## src/rtl/mem_copy_dma.sv

```systemverilog
// Block COPY / FILL engine that drives the single-port data memory while busy.
// Memory strobes decode from the registered state only, so start never reaches the memory port.
//
//  state  | meaning
//  IDLE   | waiting for start, memory port released
//  RD     | COPY read of mem[src_ptr] into the word buffer
//  WR     | write of buffer (COPY) or fill value (FILL) to mem[dst_ptr]
//  DONE   | one-cycle completion pulse, then back to IDLE
module mem_copy_dma #(
  parameter int ADDR_W = 16,
  parameter int DATA_W = 16,
  parameter int LEN_W  = 16
) (
  input  logic              clk_i,
  input  logic              rst_ni,
  input  logic              start_i,
  input  logic              mode_i,
  input  logic [ADDR_W-1:0] src_addr_i,
  input  logic [ADDR_W-1:0] dst_addr_i,
  input  logic [LEN_W-1:0]  length_i,
  input  logic [DATA_W-1:0] fill_value_i,
  input  logic              abort_i,
  output logic              busy_o,
  output logic              done_o,
  output logic              aborted_o,
  output logic [LEN_W-1:0]  words_done_o,
  output logic [ADDR_W-1:0] mem_addr_o,
  output logic [DATA_W-1:0] mem_write_data_o,
  output logic              mem_write_en_o,
  output logic              mem_read_en_o,
  input  logic [DATA_W-1:0] mem_read_data_i
);

  typedef enum logic [1:0] {
    S_IDLE = 2'd0,
    S_RD   = 2'd1,
    S_WR   = 2'd2,
    S_DONE = 2'd3
  } state_e;

  state_e            state_q, state_d;
  logic              mode_q, mode_d;
  logic [ADDR_W-1:0] src_q, src_d;
  logic [ADDR_W-1:0] dst_q, dst_d;
  logic [LEN_W-1:0]  len_q, len_d;
  logic [DATA_W-1:0] fill_q, fill_d;
  logic [DATA_W-1:0] buf_q, buf_d;
  logic [LEN_W-1:0]  words_q, words_d;
  logic              aborted_q, aborted_d;
  logic [LEN_W-1:0]  words_inc;

  assign words_inc = words_q + LEN_W'(1);

  always_ff @(posedge clk_i or negedge rst_ni) begin
    if (!rst_ni) begin
      state_q   <= S_IDLE;
      mode_q    <= 1'b0;
      src_q     <= '0;
      dst_q     <= '0;
      len_q     <= '0;
      fill_q    <= '0;
      buf_q     <= '0;
      words_q   <= '0;
      aborted_q <= 1'b0;
    end else begin
      state_q   <= state_d;
      mode_q    <= mode_d;
      src_q     <= src_d;
      dst_q     <= dst_d;
      len_q     <= len_d;
      fill_q    <= fill_d;
      buf_q     <= buf_d;
      words_q   <= words_d;
      aborted_q <= aborted_d;
    end
  end

  always_comb begin
    state_d   = state_q;
    mode_d    = mode_q;
    src_d     = src_q;
    dst_d     = dst_q;
    len_d     = len_q;
    fill_d    = fill_q;
    buf_d     = buf_q;
    words_d   = words_q;
    aborted_d = aborted_q;
    case (state_q)
      S_IDLE: begin
        if (start_i) begin
          mode_d    = mode_i;
          src_d     = src_addr_i;
          dst_d     = dst_addr_i;
          len_d     = length_i;
          fill_d    = fill_value_i;
          words_d   = '0;
          aborted_d = 1'b0;
          if (length_i == '0)  state_d = S_DONE;
          else if (mode_i)     state_d = S_WR;
          else                 state_d = S_RD;
        end
      end
      S_RD: begin
        buf_d = mem_read_data_i;
        src_d = src_q + ADDR_W'(1);
        if (abort_i) begin
          state_d   = S_DONE;
          aborted_d = 1'b1;
        end else begin
          state_d = S_WR;
        end
      end
      S_WR: begin
        dst_d   = dst_q + ADDR_W'(1);
        words_d = words_inc;
        // The write issued this cycle always commits, even when it is cut short by abort.
        if (abort_i) begin
          state_d   = S_DONE;
          aborted_d = 1'b1;
        end else if (words_inc == len_q) begin
          state_d = S_DONE;
        end else if (mode_q) begin
          state_d = S_WR;
        end else begin
          state_d = S_RD;
        end
      end
      S_DONE: state_d = S_IDLE;
      default: state_d = S_IDLE;
    endcase
  end

  always_comb begin
    mem_addr_o       = '0;
    mem_write_data_o = '0;
    mem_write_en_o   = 1'b0;
    mem_read_en_o    = 1'b0;
    case (state_q)
      S_RD: begin
        mem_read_en_o = 1'b1;
        mem_addr_o    = src_q;
      end
      S_WR: begin
        mem_write_en_o   = 1'b1;
        mem_addr_o       = dst_q;
        mem_write_data_o = mode_q ? fill_q : buf_q;
      end
      default: ;
    endcase
  end

  assign busy_o       = (state_q != S_IDLE);
  assign done_o       = (state_q == S_DONE);
  assign aborted_o    = aborted_q;
  assign words_done_o = words_q;

  a_rd_known : assert property (@(posedge clk_i) disable iff (!rst_ni)
    (state_q == S_RD) |-> !$isunknown(mem_read_data_i));
  a_wr_known : assert property (@(posedge clk_i) disable iff (!rst_ni)
    (state_q == S_WR) |-> !$isunknown(mem_write_data_o));

endmodule

```

## config.mk

```make
export PLATFORM = sky130hd
export DESIGN_NAME = mem_copy_dma
export DESIGN_NICKNAME = d
export VERILOG_FILES = /design/src/rtl/mem_copy_dma.sv
export SDC_FILE = /design/constraint.sdc
export NUM_CORES = 1
export LEC_CHECK = 0
export CAP_MARGIN = 40
export CORE_MARGIN = 2
export CORE_UTILIZATION = 50
export DETAILED_ROUTE_END_ITERATION = 8
export PLACE_DENSITY = 0.8
export SLEW_MARGIN = 40
export SYNTH_ARGS = -nofsm -noshare
export SYNTH_HDL_FRONTEND = slang
export SYNTH_SLANG_ARGS = --single-unit
export TNS_END_PERCENT = 20
```

## constraint.sdc

```tcl
create_clock -name clk_i -period 5 [get_ports clk_i]
set_input_delay 0.5 -clock clk_i [delete_from_list [all_inputs] [get_ports clk_i]]
set_output_delay 0.5 -clock clk_i [all_outputs]
set_load 0.005 [all_outputs]
```

---- Yosys cells after proc, flatten, opt, wreduce, memory -nomap -nowiden ----
Index checks and enable logic that the tools add are counted.
word-level totals
  register bits ........................... 100
  latch bits .............................. 0
  RAM bits ................................ 0
  bits in read-only memories .............. 0
  input bits .............................. 85
  output and inout port bits .............. 53
  word-level logic and storage cells ...... 51
  memories ................................ 0
cells by class
  add/subtract/negate cells ............... 3
  $mul .................................... 0
  div/mod/pow operators ................... 0
  order comparisons ....................... 0
  equal/unequal tests ..................... 6
  shift-type cells ........................ 0
  muxes and demuxes ....................... 22
  bitwise gates (word level) .............. 0
  reductions and logical operators ........ 11
operators with widths
  cell                     number
  $pmux W16 S2             4
  $mux W16                 5
  $add A16 B1 Y16 const B  3
  $eq A16 B16 Y1           1
  $logic_not A16 Y1        1
  $mux W2                  6
  $pmux W2 S4              1
  $reduce_bool A2 Y1       4
  $reduce_and A2 Y1        3
  $mux W1                  5
  $eq A2 B2 Y1 const B     2
  $reduce_and A3 Y1        1
  $eq A2 B1 Y1 const B     1
  $logic_not A2 Y1         1
  $ne A2 B1 Y1 const B     1
  $ne A2 B2 Y1 const B     1
  $pmux W1 S2              1
  $reduce_or A2 Y1         1

---- Longest topological paths before layout ----
  depth after elaboration ................. 5
  gate-level depth with buffers ........... 10
  depth with buffers taken out ............ 9

---- Least setup slack after synthesis ----
Ideal clock, no wire load.
  path kind ............................... flip-flop to output port
  start point ............................. reg state_q[0]
  end point ............................... out mem_write_data_o[10]
  data arrival time ....................... 1.620 ns
  required time ........................... 4.500 ns
  setup slack ............................. 2.880 ns
  cell stages (with the launch flop) ...... 8
  buffers on the path ..................... 3
  path through ............................ dfrtp_1 -> inv_1 -> ha_1 -> clkbuf_1 -> inv_1 -> clkbuf_1 -> clkbuf_1 -> nor2_1
on the way
  longest elaborated chain between the ends .. 2
RTL lines
  element                   RTL line  text
  start: declaration        41        state_e state_q, state_d;
  start signal: assignment  66        state_q <= state_d;
  $eq A2 B2 Y1              138       case (state_q)
  $mux W16                  138
  end: declaration          28        output logic [DATA_W-1:0] mem_write_data_o,
Every way passes these cells.

---- Worst setup path in the final report ----
  start point ............................. in start_i
  end point ............................... reg words_q[13] (netlist: words_done_o[13])
on the way
  longest elaborated chain between the ends .. 2
RTL lines
  element                      RTL line  text
  start: declaration           16        input logic start_i,
  $ne A2 B2 Y1 (no line)       --
  $reduce_and A2 Y1 (no line)  --
  end signal: assignment       73        words_q <= words_d;
  end: declaration             48        logic [LEN_W-1:0] words_q, words_d;
Every way passes these cells.
A chain may end at the register's enable or synchronous reset.

==> flow_metrics.py <==
metrics = {
    "placement": {
        "dp_slack_ps": 1380,
        "globalplace.congestion": 0.862,
        "dp_hpwl_microns": 11600,
        "io_buffers": 137,
        "dp_cells": 907,
    },
    "global_route": {
        "grt_overflow": 0,
        "grt_max_degree": 52,
        "grt_pass1_vias": 5153,
        "grt_pass1_wl_microns": 26100,
        "antenna_found_initial": 0,
        "grt_usage_pct": 25.5,
    },
    "setup_path": {
        "required_ps": 5230,
        "endpoint_kind": "flip-flop",
        "critPathKind": "input port to flip-flop",
        "crit_fanout": 32,
        "reg2reg_slack_ps": 1790,
        "arrival_ps": 3510,
        "cp-start-kind": "input port",
    },
    "cts": {
        "postCtsSetupRepairBufs": 0,
        "clk_path_buf_depth": 2,
        "clkLatencyLatePin_ps": 350,
        "cts_max_level": 3,
        "cts_hold_buf": 0,
        "clock-root-buffer": "clkbuf_16",
        "cts_tree": "done",
        "path_clk_slew_ps": 70,
        "clock_sinks": 100,
        "cts_buffers": 9,
        "cts_resized": 0,
    },
    "outcome": {
        "status": "complete, no violations",
    },
    "cells_and_area": {
        "postLayoutCoreUtil_pct": 65.9,
        "synthToLayoutAreaGrowth_pct": 30.0,
        "drive_above_1_share_pct": 11.2,
        "multiInputGateArea_sq_mm": 0.00323,
        "seqCellArea_sq_mm": 0.00250,
        "antenna_cells": 0,
        "final_cells": 923,
        "nets": 863,
        "nFillCells": 957,
    },
    "pwr": {
        "power.total_mw": 4.73,
        "power_density_mw_per_mm2": 605,
        "ir_drop_uv": 330,
        "p_leak_nw": 3.15,
    },
    "die": {
        "initial_core_util_pct": 50.7,
        "ios": 138,
        "die_y_microns": 114,
        "die-area_sq_mm": 0.0129,
        "fp-row-count": 40,
        "core_sq_mm": 0.0119,
        "fp.dieW_microns": 114,
    },
    "drt": {
        "drt-vias-per-instance": 5.99,
        "drt-pass1-iter-count": 5,
        "wl_microns": 16500,
        "vias": 5530,
        "ant_nets": 0,
        "drt_iter0_drc": 601,
        "drc": 0,
        "wl_per_cell_microns": 17.9,
    },
    "logic_synthesis": {
        "synth_edf_count": 0,
        "synth_seq_cells": 100,
        "syn_avg_cell_area_sq_um": 9.10,
        "syn_area_sq_mm": 0.00601,
        "synth_seq_area_share_pct": 41.6,
        "syn_nets": 752,
        "synth_warnings": 0,
        "synthCells": 660,
        "synthFlopType": "dfrtp_1",
        "ys_types": 57,
        "synthArstFlopShare_pct": 100,
        "synth.largest_area_cell": "dfrtp_1",
        "yosysTopAreaCellShare_pct": 41.6,
        "synth_area_leaders": "dfrtp_1 42%, mux2_2 9.2%, o21ai_0 4.7%",
    },
    "timing": {
        "period_minus_slack_ps": 3280,
        "finClkSkew_ps": 6.74,
        "tns_ps": 0,
        "fin_crit_sh_pct": 65.7,
        "max_freq_mhz": 304,
        "slew_headroom_pct": 47.0,
        "tightest_slew_ps": 795,
        "slew_viol_final": 0,
        "setup_viol": 0,
        "finalHoldViolCount": 0,
        "worst_slack_ps": 1720,
        "rsz0062_at_grt": "false",
    },
    "min_path": {
        "min_path_type": "input port to async pin",
    },
    "job": {
        "cap_violations": 0,
    },
}
synthesized netlist by cell type (6+ instances only):
master      n
o31ai_1    11
a21oi_1    34
nand2_1    62
nand4_1    12
inv_1      22
xnor2_1    13
nor2b_1    13
mux2i_1    27
ha_1        7
a31oi_1    17
o21ai_0    57
mux2_2     49
clkbuf_1   31
dfrtp_1   100
xor2_1      6
a22oi_1    14
nand3_1    25
nor3_1      7
and3_1     15
o22ai_1    12
nor2_1     57
where the power goes:
group | switching (mW) | leakage (nW) | internal, mW
Clock | 0.311 | 0.183 | 0.555
Sequential | 0.410 | 1.20 | 1.17
Combinational | 1.14 | 1.77 | 1.15
cells by family (layout without fill, tap and decap cells):
| group | Yosys count | count (layout) | share of synthesized area, % |
|---|---|---|---|
| muxes | 76 | 76 | 13.7 |
| xor gates and xnor gates | 20 | 20 | 3.04 |
| adders and majority gates | 7 | 7 | 1.46 |
| DFF | 100 | 100 | 41.6 |
| and+or+nand+nor | 218 | 218 | 18.1 |
| AOI/OAI and AO/OA | 172 | 172 | 17.2 |
| buffers and inverters | 67 | 183 | 4.85 |
worst max-delay path: stages:
cell and delay, ps:
clkdlybuf4s50_1 950, nand2_2 510, nand2_1 180, buf_4 340
nand2_1 490, o41ai_1 510
layout by cell type (no fill, tap or decap), types with 7 or more instances in the layout:
master / n
inv_1: 22
clkdlybuf4s50_1: 136
a31oi_1: 17
o21ai_0: 57
and3_1: 15
mux2i_1: 27
xnor2_1: 13
o22ai_1: 12
dfrtp_1: 99
nor3_1: 7
mux2_2: 49
nand2_1: 61
nand3_1: 25
o31ai_1: 11
nor2b_1: 13
nor2_1: 57
buf_4: 8
clkbuf_16: 9
a21oi_1: 34
a22oi_1: 14
nand4_1: 12
registers in the layout, indices dropped and copies added (netlist names):
signal        cells
fill_q           16
buf_q            16
dst_q            16
src_q            16
state_q           2
words_done_o     16
aborted_o         1
mode_q            1
len_q            16
layout make-up:
cell class              instances  share of cell area [%]
repair buffers                145                    18.4
clock buffers                  10                    3.06
clock inverters                 6                    1.71
well taps                     147                    2.35
multi-input cells             493                    41.4
inverters                      22                    1.06
flip-flops and latches        100                    32.0
routing by layer:
layer,routed length [microns],vias to the layer above,GRT usage (%)
met5,0,-,0
met2,8030,230,41.4
met3,1240,35,4.68
met4,440,0,10.1
met1,6800,2664,34.0
li1,-,2601,-
worst paths after layout:
kind | cells past startpoint | from | to
max | 6 | start_i | words_done_o[13]$_DFFE_PN0P_
min | 1 | rst_ni | buf_q[8]$_DFFE_PN0P_
max reg2reg | 8 | state_q[1]$_DFFE_PN0P_ | words_done_o[13]$_DFFE_PN0P_
min reg2reg | 1 | src_q[15]$_DFFE_PN0P_ | src_q[15]$_DFFE_PN0P_
max in group asynchronous | 2 | rst_ni | words_done_o[11]$_DFFE_PN0P_
min in group clk_i | 1 | src_q[15]$_DFFE_PN0P_ | src_q[15]$_DFFE_PN0P_
stage by stage:
| stage | hold slack, ps | instance area [sq um] |
|---|---|---|
| CTS | 188 | 7800 |
| detailed placement | 474 | 7430 |
| global route | 222 | 7810 |
| finish | 175 | 7810 |
| floorplan | 204 | 6010 |
| global placement | 477 | 7410 |
Power figures use the tool's default switching activity.
